File: config.mk
export PLATFORM = sky130hd
export DESIGN_NAME = core_if
export DESIGN_NICKNAME = d
export VERILOG_FILES = /design/src/rtl/core_if_pkg.sv /design/src/rtl/core_if_fifo.sv /design/src/rtl/core_if.sv
export SDC_FILE = /design/constraint.sdc
export NUM_CORES = 1
export LEC_CHECK = 0
export ABC_CLOCK_PERIOD_IN_PS = 5400
export CAP_MARGIN = 5
export CORE_ASPECT_RATIO = 0.6
export CORE_UTILIZATION = 35
export CTS_CLUSTER_SIZE = 24
export DETAILED_ROUTE_END_ITERATION = 7
export HOLD_SLACK_MARGIN = 0.12
export SETUP_SLACK_MARGIN = 0.4
export SLEW_MARGIN = 30
export SYNTH_ARGS = -nofsm -noshare
export SYNTH_HDL_FRONTEND = slang
export SYNTH_SLANG_ARGS = --single-unit
File: constraint.sdc
create_clock -name clk -period 5.4 [get_ports clk]
set_input_delay 1.08 -clock clk [delete_from_list [all_inputs] [get_ports clk]]
set_output_delay 1.08 -clock clk [all_outputs]
set_load 0.01 [all_outputs]
File: src/rtl/core_if_pkg.sv
// rtl/core_if_pkg.sv - shared types and constants for the core_if fetch stage
package core_if_pkg;

    localparam logic [31:0] CORE_RESET_PC = 32'h0000_0000;
    localparam logic [31:0] CORE_NOP_INS  = 32'h0000_0000;

    typedef enum logic [1:0] {
        ST_FETCH   = 2'd0,
        ST_DISCARD = 2'd1,
        ST_ERR     = 2'd2
    } if_state_t;

    // One prefetch entry: {err, pc, ins}, 65 bits.
    typedef struct packed {
        logic        err;
        logic [31:0] pc;
        logic [31:0] ins;
    } fetch_entry_t;

    localparam int ENTRY_W = $bits(fetch_entry_t);

endpackage

File: src/rtl/core_if_fifo.sv
// rtl/core_if_fifo.sv - prefetch FIFO with push, pop, flush, count, full and empty
//
// Ports:
//   clk, rst     : clock, synchronous active-high reset
//   push, wdata  : write an entry (ignored when full)
//   pop          : drop the head entry (ignored when empty)
//   flush        : empty the FIFO; wins over push and pop in the same cycle
//   rdata        : head entry (undefined when empty)
//   count        : number of stored entries
//   full, empty  : status flags
module core_if_fifo
    import core_if_pkg::*;
#(
    parameter int DEPTH = 2,
    parameter int WIDTH = ENTRY_W
) (
    input  logic                     clk,
    input  logic                     rst,
    input  logic                     push,
    input  logic                     pop,
    input  logic                     flush,
    input  logic [WIDTH-1:0]         wdata,
    output logic [WIDTH-1:0]         rdata,
    output logic [$clog2(DEPTH):0]   count,
    output logic                     full,
    output logic                     empty
);

    localparam int AW = $clog2(DEPTH);
    localparam logic [AW:0] DEPTH_CNT = (AW+1)'(DEPTH);

    logic [WIDTH-1:0] mem [DEPTH];
    logic [AW-1:0]    wr_ptr;
    logic [AW-1:0]    rd_ptr;
    logic             do_push;
    logic             do_pop;

    assign full    = (count == DEPTH_CNT);
    assign empty   = (count == '0);
    assign do_push = push & ~full & ~flush;
    assign do_pop  = pop & ~empty & ~flush;
    assign rdata   = mem[rd_ptr];

    always_ff @(posedge clk) begin
        if (do_push) begin
            mem[wr_ptr] <= wdata;
        end
    end

    // Pointers wrap naturally because DEPTH is a power of two.
    always_ff @(posedge clk) begin
        if (rst || flush) begin
            wr_ptr <= '0;
            rd_ptr <= '0;
            count  <= '0;
        end else begin
            if (do_push) begin
                wr_ptr <= wr_ptr + 1'b1;
            end
            if (do_pop) begin
                rd_ptr <= rd_ptr + 1'b1;
            end
            count <= count + {{AW{1'b0}}, do_push} - {{AW{1'b0}}, do_pop};
        end
    end

endmodule

File: src/rtl/core_if.sv
// rtl/core_if.sv - instruction fetch stage: fetch PC, memory handshake, prefetch FIFO
//
// Ports:
//   clk, rst          : clock, synchronous active-high reset
//   im_req, im_addr   : fetch request and word-aligned address to instruction memory
//   im_ack            : memory accepts request; im_data/im_err valid this cycle
//   im_data, im_err   : fetched word and bus error flag
//   id_halt           : decode not accepting this cycle
//   set_pc, new_pc    : redirect request and target
//   if_ins, if_pc     : head instruction (NOP_INS when empty) and its PC
//   if_valid, if_err  : FIFO non-empty, head entry carries a bus error
module core_if
    import core_if_pkg::*;
#(
    parameter logic [31:0] RESET_PC   = CORE_RESET_PC,
    parameter int          FIFO_DEPTH = 2,
    parameter logic [31:0] NOP_INS    = CORE_NOP_INS
) (
    input  logic        clk,
    input  logic        rst,
    output logic        im_req,
    output logic [31:0] im_addr,
    input  logic        im_ack,
    input  logic [31:0] im_data,
    input  logic        im_err,
    input  logic        id_halt,
    input  logic        set_pc,
    input  logic [31:0] new_pc,
    output logic [31:0] if_ins,
    output logic [31:0] if_pc,
    output logic        if_valid,
    output logic        if_err
);

    localparam int CW = $clog2(FIFO_DEPTH) + 1;
    localparam logic [CW-1:0] DEPTH_CNT = CW'(FIFO_DEPTH);

    if_state_t    state;
    if_state_t    state_nxt;
    logic [31:0]  fetch_pc;
    logic [31:0]  disc_addr;   // address of the abandoned in-flight request
    logic [31:0]  last_pc;     // if_pc shown while the FIFO is empty
    logic [CW-1:0] count;
    logic         full;
    logic         empty;
    logic         push;
    logic         pop;
    fetch_entry_t wentry;
    fetch_entry_t head;

    assign im_req  = ~rst & (((state == ST_FETCH) && (count < DEPTH_CNT)) || (state == ST_DISCARD));
    assign im_addr = (state == ST_DISCARD) ? disc_addr : fetch_pc;

    // A redirect flushes the FIFO, so any ack or pop in that cycle is void.
    // ~full is defensive: count cannot rise while a request is pending.
    assign push = (state == ST_FETCH) & im_req & im_ack & ~set_pc & ~full;
    assign pop  = ~empty & ~id_halt & ~set_pc;

    assign wentry = '{err: im_err, pc: im_addr, ins: im_data};

    core_if_fifo #(
        .DEPTH (FIFO_DEPTH),
        .WIDTH (ENTRY_W)
    ) u_fifo (
        .clk   (clk),
        .rst   (rst),
        .push  (push),
        .pop   (pop),
        .flush (set_pc),
        .wdata (wentry),
        .rdata (head),
        .count (count),
        .full  (full),
        .empty (empty)
    );

    always_comb begin
        state_nxt = state;
        if (set_pc) begin
            state_nxt = (im_req && !im_ack) ? ST_DISCARD : ST_FETCH;
        end else begin
            case (state)
                ST_FETCH:   if (push && im_err) state_nxt = ST_ERR;
                ST_DISCARD: if (im_ack) state_nxt = ST_FETCH;
                ST_ERR:     state_nxt = ST_ERR;
                default:    state_nxt = ST_FETCH;
            endcase
        end
    end

    always_ff @(posedge clk) begin
        if (rst) begin
            state     <= ST_FETCH;
            fetch_pc  <= {RESET_PC[31:2], 2'b00};
            disc_addr <= {RESET_PC[31:2], 2'b00};
            last_pc   <= '0;
        end else begin
            state <= state_nxt;
            if (set_pc) begin
                fetch_pc <= {new_pc[31:2], 2'b00};
                // In DISCARD the old request is still outstanding; keep its address.
                if (state != ST_DISCARD) begin
                    disc_addr <= fetch_pc;
                end
            end else if (push) begin
                fetch_pc <= fetch_pc + 32'd4;
            end
            if (!empty) begin
                last_pc <= head.pc;
            end
        end
    end

    assign if_valid = ~empty;
    assign if_ins   = empty ? NOP_INS : head.ins;
    assign if_pc    = empty ? last_pc : head.pc;
    assign if_err   = ~empty & head.err;

endmodule

==> flow_summary.ini <==
[status]
outcome = finished, final reports clean

[logic_synthesis]
synth_edf_count = 126
synth_top_family_by_area = simple AND/OR/NAND/NOR gates
synth_area_um2 = 9460
avgSynthCellArea_um2 = 10.7
ys_seq_area_share_pct = 60.9
ys_ff_latch = 225
ys_top_cells_by_count = nand2_1, edfxtp_1, dfxtp_1, mux2i_1, nor2_1
async_flop_share_pct = 0
synth_top_area_share_pct = 40.0
synthMuxAreaShare_pct = 7.09
synthSimpleGateAreaFrac_pct = 18.4
synthCells = 886
ys_types = 58
yosys.area_share.adder_pct = 0.397
yosys.area.top_type = edfxtp_1
synth_ff_type = edfxtp_1
yosysWarnings = 0
yosysMostFrequentCell = nand2_1
synth_area_leaders = edfxtp_1, dfxtp_1, nand2_1, mux2i_1, a21oi_1
synth-xor-area-share_pct = 1.30
synth_compound_area_share_pct = 7.84

[pwr]
internal_power_mw = 2.81
finalPower_mw = 3.65
switching_share_pct = 23.0
clock_power_share_pct = 40.1
p_seq_share_pct = 51.9
p_leak_nw = 4.01
power.switching_mw = 0.841
combPwrFrac_pct = 8.0
pwr_density_cell_nw_per_um2 = 303
ir_drop_mv = 0.177

[run]
max_cap_violations = 0

[clock_tree]
htree_levels = 1
clock-sinks = 225
cts_setup_buffers = 0
clock_latency_ps = 520
cts-root-buf = clkbuf_16
cts_hold_buf = 0
cts_buffers = 23
cts_tree = yes
postCtsResizedCells = 0
clk_pin_slew_ps = 60
clockBufferDepth = 3

[setup_path]
worstSetupStartpoint = state[0]
required_ps = 4320
arrival_ps = 2740
critPathCaptureType = primary output
start_kind = register
cp_max_fo = 34
regToRegEndpoint = u_fifo.mem[1][56]
critPathCapture = im_addr[17]
r2r_slack_ps = 2860
worstPathCellList = inv_1 -> nor2_4 -> nand2_1 -> o21ai_0 -> clkdlybuf4s50_1
reg2reg_from = u_fifo.count[1]
crit_path_top_delay_cell = nor2_4
setup.worst_path.class = reg2out
crit_path_max_incr_delay_ps = 700
r2r_cells = 5

[detailed_routing]
wl_per_cell_um = 16.9
vias_per_cell = 4.86
dr.pass1.iters = 4
wirelength_mm = 23.7
drc = 0
drtIter0Drc = 447
vias = 6815
ant_nets = 0

[sta]
grt_setup_unrepaired = no
tns_ps = 0
fin_skew_ps = 18.4
slew_viol_final = 0
setup-violations-final = 0
worst_pin_slew_ps = 873
hold_viol = 0
period_share_pct = 70.8
worst_hold_slack_ps = 453
max_freq_ghz = 0.262
finalCriticalPeriod_ps = 3820
max-slew-margin-rel_pct = 41.7

[min_path]
hp-start = disc_addr[16]
holdCritPathClass = reg2reg

[finish]
num-nets-final = 1097
antenna_cells = 0
drive_gt1_share_pct = 5.96
syn_to_final_growth_pct = 27.5

[grt]
grt-ovfl-total = 0
grt_pass1_wl_mm = 36.1
grt_max_degree = 98
grt.total_usage_pct = 16.6
grt_pass1_vias = 6193
antenna_found_initial = 0

[floorplanning]
fp-row-count = 46
ios = 169
core_um2 = 26500
chipWidth_um = 214
initial_core_util_pct = 35.7
die_y_um = 129
die-area_um2 = 27700

[placement]
gp_congestion = 0.830
dp_hpwl_mm = 15.5
io_buffer_count = 164
==> how the worst min path moves through the flow <==
| stage | cells past startpoint | to | slack [ps] |
|---|---|---|---|
| after floorplan | 2 | disc_addr[10] | 440 |
| final | 2 | disc_addr[16] | 450 |
| after CTS | 2 | disc_addr[20] | 460 |
| after detailed placement | 2 | disc_addr[20] | 450 |
| after global routing | 2 | disc_addr[25] | 470 |
| after global placement | 2 | disc_addr[31] | 440 |
==> metrics by stage <==
| step | std cells | setup WS (ps) | utilization [%] | cell area, µm² |
|---|---|---|---|---|
| after floorplan | 887 | 1480 | - | 9470 |
| after global placement | 1358 | 1760 | 42.9 | 11400 |
| after detailed placement | 1359 | 1730 | 43.0 | 11400 |
| after CTS | 1401 | 1500 | 45.6 | 12100 |
| after global routing | 1401 | 1380 | 45.6 | 12100 |
| final | 1401 | 1580 | 45.6 | 12100 |
==> per-layer routing <==
metal,track usage (%),wire length [µm],vias up
met5,0,0,-
met4,3.57,391,0
met2,23.7,9930,159
li1,-,-,3390
met1,25.7,12200,3235
met3,3.33,1140,31
==> cell usage in the layout (no fill, tap or decap), drive strengths merged, types with 3 or more instances in the layout <==
cell type	n
a21oi	54
a22oi	4
a31oi	9
and2	8
and3	12
and4	3
buf	13
clkbuf	33
clkdlybuf4s50	163
clkinv	6
dfxtp	99
edfxtp	126
ha	3
inv	10
mux2i	67
nand2	201
nand3	13
nand4	11
nor2	57
nor2b	33
nor3	10
nor4	13
o21ai	39
o22ai	10
o311ai	3
or3	3
xnor2	12
==> cell type report <==
type | count | area, µm²
clock buffers | 33 | 633
clock inverters | 9 | 47.5
fillers | 2476 | 14400
inverters | 8 | 30.0
multi-input cells | 590 | 3350
flip-flops and latches | 225 | 5770
well taps | 360 | 450
repair buffers | 176 | 1790
==> state kept, by name, summed over array words and instances (netlist names), named ones only <==
name and cells:
state 2, last_pc 32, u_fifo.mem 126, u_fifo.count 2, disc_addr 30, u_fifo.wr_ptr 1, fetch_pc 30, u_fifo.rd_ptr 1
==> power by group through the flow <==
stage | sequential (mW) | clock, mW | combinational (mW)
after floorplan | 1.91 | 0 | 0.151
after global placement | 1.93 | 0 | 0.291
after detailed placement | 1.93 | 0 | 0.295
after CTS | 1.89 | 1.51 | 0.296
after global routing | 1.90 | 1.58 | 0.319
final | 1.89 | 1.47 | 0.292
==> cell families (layout without fill, tap and decap cells) <==
kind of cell	after synthesis	after routing
xor+xnor	14	14
fa+ha+maj	3	3
other cells	1	2
mux	67	67
buf+inv	72	226
compound gates	131	131
flops	225	225
simple gates	373	373
==> critical path, delay by kind of cell (launching register included) <==
| family | cells | cell delay (ps) |
|---|---|---|
| flops | 1 | 390 |
| buf+inv | 2 | 790 |
| simple gates | 2 | 800 |
| compound gates | 1 | 220 |
Note: power is estimated with default switching activity, not from simulation.
==> variant: new RTL, config.mk and constraints unchanged <==
The 3 states of `if_state_t` get a one-hot encoding in 3 bits.
--- a/src/rtl/core_if_pkg.sv
+++ b/src/rtl/core_if_pkg.sv
@@ -5,8 +5,8 @@
     localparam logic [31:0] CORE_NOP_INS  = 32'h0000_0000;
 
-    typedef enum logic [1:0] {
-        ST_FETCH   = 2'd0,
-        ST_DISCARD = 2'd1,
-        ST_ERR     = 2'd2
+    typedef enum logic [2:0] {
+        ST_FETCH   = 3'b001,
+        ST_DISCARD = 3'b010,
+        ST_ERR     = 3'b100
     } if_state_t;
 
Behaviour: no difference found for any inputs over 4 cycles, from zero or initial values and one cycle with rst high; so few cycles prove little.
==> variant against the original RTL <==
Setup slack lost 0.20 ns; core utilization increased by 1.6 points; via count is 2.1% lower; design area rose by 0.92%; total power grew 4.4%; area after synthesis decreased by 0.95%; sequential cell count is 1 higher; first-iteration DRC count is 12% higher; wire length is 0.52% lower; clock skew fell by 0.012 ns; global-route usage is 0.36 points higher.
==> variant: results (changes against the original RTL) <==
crit-path max FO=20 (-41%); GRT Resource Usage Total=17.0% (+0.36 points); Yosys cell types=56 (-3.4%); detailed-route wire length=23600 um (-0.52%); family with the most delay on the worst path=buffers and inverters; placed cell areas=11400 um2 (+0.22%); Fillers=2380 (-3.9%); Sw Share=22.2% (-0.85 points); CTS sink cnt=226 (+0.44%); ClkCell Share=6.28% (+0.64 points); biggest regs=u_fifo.mem: 126 flops, last_pc: 32 flops; Mapped Cells=830 (-6.3%); mux contribution to synthesized area=10.1% (+3.0 points); Iter 0 DRT Violations=499 (+12%); # resized after CTS=0 (unchanged); Max stage delay on crit path=0.67 ns (-0.03 ns); comb_multi_in=535 (-9.3%); RD Place Congestion=0.815 (-1.8%); # DRC=0 (unchanged); CTS Root Cell=clkbuf_16; clock buf count=31 (-6.1%); sequential cell area share=47.5% (-0.27 points); non-clk buf share=14.7% (-0.11 points); CTS Buffer Depth=3 (unchanged); nonclk inv count=14 (+6); number of global-route vias before repair=6208 (+0.24%); top cells by area, synth=edfxtp_1 (40%), dfxtp_1 (21%), mux2i_1 (6.9%); post-synthesis xor/xnor area fraction=0.561% (-0.74 points); first-pass GRT wire length=35700 um (-1.1%); fraction of area in multi-input gates=27.4% (-0.38 points); PortBufs=164 (unchanged); row count=45 (-2.2%); skew final=0.00674 ns (-0.0117 ns); post-synthesis compound-gate area fraction=8.96% (+1.1 points); CP max-delay cell=clkdlybuf4s50_1; Setup WS pre-CTS=1.47 ns (-0.253 ns); Plain + repair buffers=178 (+1.1%); Tightest Pin Transition=0.888 ns (+0.0153 ns); sequential fraction of the synthesis area=61.7% (+0.80 points); Tot Pwr=3.81 mW (+4.4%); drt pass-1 iters=5 (+1); diode count=1 (+1); DPL Wire Length=15300 um (-1.5%); share of cells above drive strength 1=9.15% (+3.2 points); # H-tree levels=1 (unchanged); synth cell count leaders=nand2_1 (129), edfxtp_1 (126), dfxtp_1 (100), mux2i_1 (65), a21oi_1 (51); Finished Layout Cells=1347 (-3.9%); status=finished clean; largest net degree at the start of global routing=82 (-16%); Sequential Power Share=49.7% (-2.2 points); VDD IR max=210 uV (+18%); Worst Path Arrival=2.94 ns (+0.20 ns); Clock Power=1.63 mW (+11%); DR vias/cell=4.96 (+1.9%); fin nets=1051 (-4.2%); Synth Area in Adders=0.400% (+0.0038 points); leakage=3.94 nW (-1.5%); Sequential Area=5790 um2 (+0.35%)
[variant: changes by cell type after synthesis, sizes merged, moves of 8 or more]
| cell | before | now |
|---|---|---|
| nand2 | 201 | 130 |
| mux2 | 0 | 26 |
| or4 | 1 | 13 |
| nor2 | 57 | 46 |
| and3 | 12 | 3 |
| nor4 | 13 | 4 |
| nand3b | 0 | 8 |
| o22ai | 10 | 2 |
| xnor2 | 12 | 4 |
[variant: final timing paths]
kind | start | end | slack (ns) | cells past startpoint
max reg2reg | state[0] | u_fifo.count[1] | 2.46 | 10
max | state[1] | im_addr[13] | 1.38 | 6
min reg2reg | disc_addr[3] | disc_addr[3] | 0.45 | 2
min | disc_addr[3] | disc_addr[3] | 0.45 | 2
[variant: routing by layer]
layer	global-route usage [%]	wire, um	up-vias
met4	3.95	454	0
met5	0	0	-
met1	25.4	11800	3162
met2	24.9	9870	182
li1	-	-	3298
met3	3.73	1390	33
